==> config.mk <==
export PLATFORM = sky130hd
export DESIGN_NAME = ps2_device_tx
export DESIGN_NICKNAME = d
export VERILOG_FILES = /design/src/rtl/ps2_device_tx.sv
export SDC_FILE = /design/constraint.sdc
export NUM_CORES = 1
export LEC_CHECK = 0
export ABC_AREA = 1
export CORE_UTILIZATION = 52
export CTS_BUF_LIST = sky130_fd_sc_hd__clkbuf_4 sky130_fd_sc_hd__clkbuf_8
export DETAILED_ROUTE_END_ITERATION = 7
export PLACE_DENSITY_LB_ADDON = 0.05
export SETUP_SLACK_MARGIN = 0.02
export SYNTH_ARGS = -nofsm -noshare
export SYNTH_HDL_FRONTEND = slang
export SYNTH_SLANG_ARGS = --single-unit
==> constraint.sdc <==
create_clock -name clk -period 5.7 [get_ports clk]
set_input_delay 0.57 -clock clk [delete_from_list [all_inputs] [get_ports clk]]
set_output_delay 0.57 -clock clk [all_outputs]
set_load 0.02 [all_outputs]
==> src/rtl/ps2_device_tx.sv <==
// PS/2 device-to-host byte transmitter with a byte FIFO; PARITY_ERR_INJ via macro PS2_PARITY_ERR_INJ_EN.
// Latency: frame starts after CLK_HALF released-clock cycles; 22*CLK_HALF cycles per frame.
// Backpressure: in_ready drops when the FIFO holds FIFO_DEPTH bytes; host inhibit aborts and retries.

module fifo #(
   parameter int WIDTH = 8,
   parameter int DEPTH = 8,
   parameter int CW    = $clog2(DEPTH + 1)
) (
   input  logic             clk,
   input  logic             rst,
   input  logic             wr_vld,
   input  logic [WIDTH-1:0] wr_dat,
   output logic             wr_rdy,
   input  logic             rd_en,
   output logic [WIDTH-1:0] rd_dat,
   output logic [CW-1:0]    count
);
   localparam int AW = $clog2(DEPTH);

   logic [WIDTH-1:0] mem [DEPTH];
   logic [AW-1:0]    wr_ptr;
   logic [AW-1:0]    rd_ptr;
   logic             push;
   logic             pop;

   assign wr_rdy = (count < CW'(DEPTH));
   assign push   = wr_vld && wr_rdy;
   assign pop    = rd_en && (count != '0);
   assign rd_dat = mem[rd_ptr];

   always_ff @(posedge clk) begin
      if (push) mem[wr_ptr] <= wr_dat;
   end

   // Power-of-two depth lets the pointers wrap by plain overflow.
   always_ff @(posedge clk) begin
      if (rst) begin
         wr_ptr <= '0;
         rd_ptr <= '0;
         count  <= '0;
      end else begin
         if (push) wr_ptr <= wr_ptr + 1'b1;
         if (pop)  rd_ptr <= rd_ptr + 1'b1;
         count <= count + CW'(push) - CW'(pop);
      end
   end
endmodule

module ps2_device_tx #(
   parameter int CLK_HALF   = 810,
   parameter int FIFO_DEPTH = 8,
   parameter int GAP_CYCLES = 2700
) (
   input  logic                              clk,
   input  logic                              rst,
   input  logic [7:0]                        in_data,
   input  logic                              in_valid,
   output logic                              in_ready,
   input  logic                              ps2_clk_in,
   output logic                              ps2_clk_oe,
   output logic                              ps2_data_oe,
   input  logic                              inj_parity_err,
   output logic                              busy,
   output logic [$clog2(FIFO_DEPTH+1)-1:0]   fifo_count,
   output logic                              done,
   output logic                              abort
);
   localparam int CNT_MAX = (CLK_HALF > GAP_CYCLES) ? CLK_HALF : GAP_CYCLES;
   localparam int CW      = $clog2(CNT_MAX + 1);
   localparam logic [CW-1:0] HALF_LAST = CW'(CLK_HALF - 1);
   localparam logic [CW-1:0] GAP_LAST  = (GAP_CYCLES > 0) ? CW'(GAP_CYCLES - 1) : '0;

   typedef enum logic [2:0] {IDLE, WAIT_BUS, HIGH, LOW, GAP} state_t;

   state_t        state_q, state_d;
   logic [CW-1:0] cnt_q, cnt_d;
   logic [3:0]    bit_q, bit_d;
   logic          done_q, abort_q;
   logic          pop, frame_done, frame_abort, inhibit, frame_start;
   logic [7:0]    head_dat;
   logic          par_inv;
   logic [10:0]   frame;
   logic          tx_bit;

   fifo #(.WIDTH(8), .DEPTH(FIFO_DEPTH)) u_fifo (
      .clk    (clk),
      .rst    (rst),
      .wr_vld (in_valid),
      .wr_dat (in_data),
      .wr_rdy (in_ready),
      .rd_en  (pop),
      .rd_dat (head_dat),
      .count  (fifo_count)
   );

`ifdef PS2_PARITY_ERR_INJ_EN
   logic pend_q, inv_q;

   // The request is latched into the frame at bit 0 so a mid-frame pulse targets the next frame.
   always_ff @(posedge clk) begin
      if (rst) begin
         pend_q <= 1'b0;
         inv_q  <= 1'b0;
      end else begin
         if (frame_start) inv_q <= pend_q;
         if (inj_parity_err)                              pend_q <= 1'b1;
         else if ((frame_done || frame_abort) && inv_q)   pend_q <= 1'b0;
      end
   end
   assign par_inv = inv_q;
`else
   logic inj_unused;
   assign inj_unused = inj_parity_err;
   assign par_inv    = 1'b0;
`endif

   assign frame       = {1'b1, (~^head_dat) ^ par_inv, head_dat, 1'b0};
   assign tx_bit      = frame[bit_q];
   assign inhibit     = (state_q == HIGH) && (cnt_q >= CW'(2)) && !ps2_clk_in && (bit_q <= 4'd9);
   assign frame_start = (state_q == WAIT_BUS) && (state_d == HIGH);

   always_comb begin
      state_d     = state_q;
      cnt_d       = cnt_q;
      bit_d       = bit_q;
      pop         = 1'b0;
      frame_done  = 1'b0;
      frame_abort = 1'b0;
      case (state_q)
         IDLE: begin
            cnt_d = '0;
            if (fifo_count != '0) state_d = WAIT_BUS;
         end
         WAIT_BUS: begin
            if (!ps2_clk_in) begin
               cnt_d = '0;
            end else if (cnt_q == HALF_LAST) begin
               state_d = HIGH;
               cnt_d   = '0;
               bit_d   = 4'd0;
            end else begin
               cnt_d = cnt_q + 1'b1;
            end
         end
         HIGH: begin
            if (inhibit) begin
               frame_abort = 1'b1;
               state_d     = WAIT_BUS;
               cnt_d       = '0;
            end else if (cnt_q == HALF_LAST) begin
               state_d = LOW;
               cnt_d   = '0;
            end else begin
               cnt_d = cnt_q + 1'b1;
            end
         end
         LOW: begin
            if (cnt_q == HALF_LAST) begin
               cnt_d = '0;
               if (bit_q == 4'd10) begin
                  state_d    = GAP;
                  pop        = 1'b1;
                  frame_done = 1'b1;
               end else begin
                  bit_d   = bit_q + 1'b1;
                  state_d = HIGH;
               end
            end else begin
               cnt_d = cnt_q + 1'b1;
            end
         end
         GAP: begin
            if (cnt_q == GAP_LAST) begin
               state_d = IDLE;
               cnt_d   = '0;
            end else begin
               cnt_d = cnt_q + 1'b1;
            end
         end
         default: state_d = IDLE;
      endcase
   end

   always_ff @(posedge clk) begin
      if (rst) begin
         state_q <= IDLE;
         cnt_q   <= '0;
         bit_q   <= 4'd0;
         done_q  <= 1'b0;
         abort_q <= 1'b0;
      end else begin
         state_q <= state_d;
         cnt_q   <= cnt_d;
         bit_q   <= bit_d;
         done_q  <= frame_done;
         abort_q <= frame_abort;
      end
   end

   assign ps2_clk_oe  = (state_q == LOW);
   assign ps2_data_oe = ((state_q == HIGH) || (state_q == LOW)) && !tx_bit;
   assign busy        = (state_q != IDLE);
   assign done        = done_q;
   assign abort       = abort_q;
endmodule

* Word level (Yosys, flattened, before mapping)
Memory sizes are Yosys's and may differ from the RTL's. A register that Yosys moved wholly into a read port is not among the register bits. Index checks and enable logic that the tools add are counted.
Storage, ports and cells: bits in registers 31, RAM bits 64, input port bits 13, output and inout port bits 10, logic and storage cells 81, memories kept 1
Memory list:
- u_fifo.mem | depth 8, bits a word 8, read ports 1, clocked after Yosys merged registers in 1, wr ports 1, line 21 | logic [WIDTH-1:0] mem [DEPTH];
Cells by class: add/sub/neg operators 6, order comparisons 4, equality and inequality tests 14, multiplexer cells 29, bitwise gates (word level) 1, reduce and logical (&&, ||, !) cells 18
Operators by type and width (count):
- $pmux W12 S5 | 1
- $mux W12 | 4
- $mux W3 | 10
- $mux W4 | 4
- $pmux W3 S5 | 1
- $add A12 B1 Y12 const B | 1
- $eq A12 B10 Y1 const B | 1
- $eq A12 B12 Y1 const B | 1
- $ge A12 B2 Y1 const B | 1
- $ne A2 B2 Y1 const B | 4
- $pmux W4 S2 | 1
- $reduce_xnor A8 Y1 | 1
- $mux W1 | 7
- $add A3 B1 Y3 const B | 2
- $eq A3 B2 Y1 const B | 2
- $logic_and A1 B1 Y1 | 6
- $reduce_and A6 Y1 | 1
- $lt A4 B5 Y1 const B | 1
- $reduce_and A5 Y1 | 1
- $reduce_bool A5 Y1 | 1
- $add A4 B1 Y4 | 1
- $add A4 B1 Y4 const B | 1
- $bmux W1 S4 | 1
- $eq A4 B4 Y1 const B | 1
- other kinds (15) | 17

* Depth between registers and ports, before layout
depth in word-level cells 7, depth in mapped cells 18, mapped depth without buffers 18

* By module
From an unflattened synthesis, not the netlist that was laid out.
Second synthesis, totals: cells, all modules 687, area, all modules 5371.4 um2
By module, submodules not included:
- fifo | instances 1, cells an instance 366, area each 3493.4 um2, sequential area each 2182.1 um2
- ps2_device_tx | instances 1, cells an instance 321, area each 1878.1 um2, sequential area each 420.4 um2

* Worst setup path before layout
Ideal clock, no wire load.
kind reg2reg, start register state_q[0], end register u_fifo.count[2], library setup time 128 ps, data arrival time 2280 ps, required time 5572 ps, slack 3293 ps, cell stages (with the launch flop) 18, path buffers 0, clock period less this slack 2407 ps, cell sequence dfxtp_1 > inv_1 > nor2_1 > inv_2 > nor2_4 > inv_2 > nor2_2 > inv_1 > nor2_1 > nand2_1 > inv_2 > ha_1 > inv_1 > ha_1 > inv_1 > fa_1 > xor2_1 > nor2_1
Between the ends: cells in the longest elaborated chain, start to end 4
Ends and longest elaborated chain:
- from (decl) | line 76 | state_t state_q, state_d;
- from (signal assigned) | line 193 | state_q <= state_d;
- $eq A3 B2 Y1
- named net ps2_clk_oe | line 61 | output logic ps2_clk_oe,
- $mux W1 | line 130 | case (state_q)
- $logic_and A1 B1 Y1 | line 29 | assign pop = rd_en && (count != '0);
- named net u_fifo.pop | line 25 | logic pop;
- $sub A4 B1 Y4 | line 45 | count <= count + CW'(push) - CW'(pop);
- to (signal assigned) | line 45
- to (decl) | line 17 | output logic [CW-1:0] count
The timed path passes the listed nets, and every way through them passes these cells. A chain may end at the register's enable or synchronous reset.

==> impl_metrics.json <==
{
  "outcome": "complete, no violations",
  "track_usage_pct": 22.9,
  "max_freq_mhz": 259,
  "cts_made_buffers": 9,
  "cpPeakStageDelay_ps": 610,
  "slew_headroom_pct": 33.6,
  "cts-hold-fix-buffers": 0,
  "cts_root_buf": "clkbuf_8",
  "crit_path_start_kind": "flop",
  "drt_iter0_markers": 309,
  "rsz0062_at_grt": "no",
  "yosys_warnings": 0,
  "cts_tree": "yes",
  "internal_power_w": 0.00109,
  "swShare_pct": 31.9,
  "area_growth_pct": 8.24,
  "critical_path_buf_inv_count": 3,
  "cp_top_family": "buffers and inverters",
  "worstHoldStart": "u_fifo.rd_ptr[0]",
  "clkPwrFrac_pct": 25.6,
  "clockBufferDepth": 2,
  "io_pins": 23,
  "die_x_um": 104,
  "p_switching_w": 0.000511,
  "synthTopCellsByArea": "edfxtp_1 (35%), nand2_1 (15%), dfxtp_1 (13%), inv_1 (8.2%), nand3_1 (6.7%)",
  "fin_nets": 746,
  "period_minus_slack_ps": 3850,
  "die-area_um2": 10900,
  "cp_cell_sequence": "buf_4 > inv_2 > nand2_1 > nand3_1 > nand2_1 > o21ai_1 > nand2_1 > nand2_1 > nand2_1 > nand2_1 > nand2_1 > nand3_1 > nand2_1 > a21oi_2 > clkdlybuf4s50_1",
  "worstMarginPinSlew_ps": 992,
  "clk_latency_ps": 360,
  "initial_core_util_pct": 54.6,
  "synth.distinct_cells": 38,
  "grt_overflow": 0,
  "post-route-util_pct": 59.1,
  "synth_fp_nets": 733,
  "syn_area_per_cell_um2": 7.71,
  "synthArstFlopShare_pct": 0,
  "portBuffers": 21,
  "ff2ff_setup_slack_ps": 2780,
  "drive_above_1_share_pct": 5.67,
  "timing.rr.end": "u_fifo.count[3]",
  "grt_pass1_wl_um": 19500,
  "synth_edf_count": 64,
  "drc": 0,
  "ir_drop_uv": 175,
  "wl_um": 12000,
  "reg2reg_depth": 18,
  "finalClockSkew_ps": 12.7,
  "finalCritPeriodShare_pct": 67.6,
  "core_um2": 9950,
  "r2r_start": "state_q[0]",
  "slowest_stage": "clkdlybuf4s50_1",
  "die_h_um": 104,
  "antennaDiodeCount": 0,
  "end_kind": "output port",
  "drv_slew": 0,
  "synth_area_um2": 5440,
  "cp.required_ps": 5130,
  "hp-class": "reg -> reg",
  "grt_max_degree": 37,
  "synth_top_area_share_pct": 35.4,
  "setup-violations-final": 0,
  "vias": 4437,
  "rows": 36,
  "grt_pass1_vias": 4067,
  "postRouteAntennaNets": 0,
  "globalplace.congestion": 0.946,
  "ys_seq_elements": 98,
  "via_per_inst": 5.18,
  "syn_inst": 705,
  "cts_sinks": 98,
  "clkTransAtPathRegs_ps": 90,
  "cts_setup_buffers": 0,
  "cts.repair.resized": 0,
  "worstPathMaxFanout": 36,
  "powerDensity_nw_per_um2": 272,
  "yosysSeqAreaShare_pct": 47.9,
  "comb_power_share_pct": 23.1,
  "synth_area_leader_cell": "edfxtp_1",
  "fill_cells": 900,
  "p_seq_share_pct": 51.3,
  "min_to": "u_fifo.rd_ptr[0]",
  "crit_arrival_ps": 3280,
  "p_leak_nw": 2.67,
  "crit_type": "reg -> out",
  "cpMostUsedCell": "nand2_1",
  "wire_per_inst_um": 14.0,
  "timing_hold_violations_final": 0,
  "totalNegativeSetupSlack_ps": 0,
  "cts_max_level": 3,
  "synthFlopType": "edfxtp_1",
  "post-synth-top-count-cell": "nand2_1",
  "maxCapViolCount": 0,
  "synth_common_cells": "nand2_1 (214), inv_1 (119), nand3_1 (73), edfxtp_1 (64), nor2_1 (60)",
  "dp_hpwl_um": 8110,
  "antenna_found_initial": 0,
  "drt_first_pass_iters": 5,
  "min_path_cells": 1
}
-- metrics by stage --
step / worst slack, ps / std cells / total power (W) / hold WS, ps / area (µm²)
floorplan: 3290 / 705 / 0.00109 / 451 / 5440
detailed placement: 2260 / 840 / 0.00120 / 476 / 5710
finish: 1850 / 856 / 0.00160 / 496 / 5880
global placement: 2300 / 840 / 0.00119 / 469 / 5710
CTS: 1840 / 856 / 0.00160 / 498 / 5880
global route: 1560 / 856 / 0.00169 / 518 / 5880
-- worst max path at each step --
stage	startpoint	to	slack, ps	cells past startpoint
final	flop	ps2_data_oe	1850	15
after global routing	flop	ps2_data_oe	1560	15
after floorplan	state_q[0]	u_fifo.count[2]	3290	17
after detailed placement	flop	ps2_data_oe	2260	15
after CTS	flop	ps2_data_oe	1840	15
after global placement	flop	ps2_data_oe	2300	15
-- state kept, by name, summed over array words and instances, names as in the netlist, named ones only --
name,flops
u_fifo.mem,64
cnt_q,12
bit_q,4
u_fifo.count,4
state_q,3
u_fifo.rd_ptr,3
u_fifo.wr_ptr,3
abort,1
done,1
-- cells in the final DEF (no fill, tap or decap), drive strengths merged, types with 4 or more instances in the layout --
cell type      count
a21oi             16
clkbuf            10
clkdlybuf4s50     21
clkinv             4
dfxtp             34
edfxtp            64
ha                14
inv              129
nand2            216
nand3             74
nand4             10
nor2              64
nor3              10
o2111ai            5
o21ai             28
xor2               7
-- kinds of logic after synthesis --
kind of cell / synth area share (%)
and+or+nand+nor: 30.2
buffers and inverters: 10.9
xor gates and xnor gates: 1.13
AOI/OAI and AO/OA: 6.28
DFF: 47.9
adders and majority gates: 3.59
-- power by group through the flow --
stage / registers, W / logic [W] / clock network, W
floorplan: 0.000844 / 0.000244 / 0
global placement: 0.000836 / 0.000356 / 0
detailed placement: 0.000838 / 0.000365 / 0
CTS: 0.000821 / 0.000367 / 0.000416
global route: 0.000827 / 0.000415 / 0.000445
finish: 0.000821 / 0.000370 / 0.000410
-- layout make-up --
class | instances | area [µm²] | area share [%]
Tap cell | 133 | 166 | 2.83
Timing Repair Buffer | 23 | 225 | 3.83
Sequential cell | 98 | 2600 | 44.2
Multi-Input combinational cell | 459 | 2240 | 38.1
Inverter | 127 | 477 | 8.10
Clock buffer | 10 | 131 | 2.23
Clock inverter | 6 | 40.0 | 0.681
-- layer usage --
metal / track usage, % / vias up / part of all wire (%)
met5: 0 / - / 0
met4: 6.43 / 0 / 0.77
met3: 4.07 / 7 / 5.9
met2: 34.9 / 129 / 45
met1: 33.5 / 2029 / 48
li1: - / 2272 / -
(Power assumes the default switching activity.)
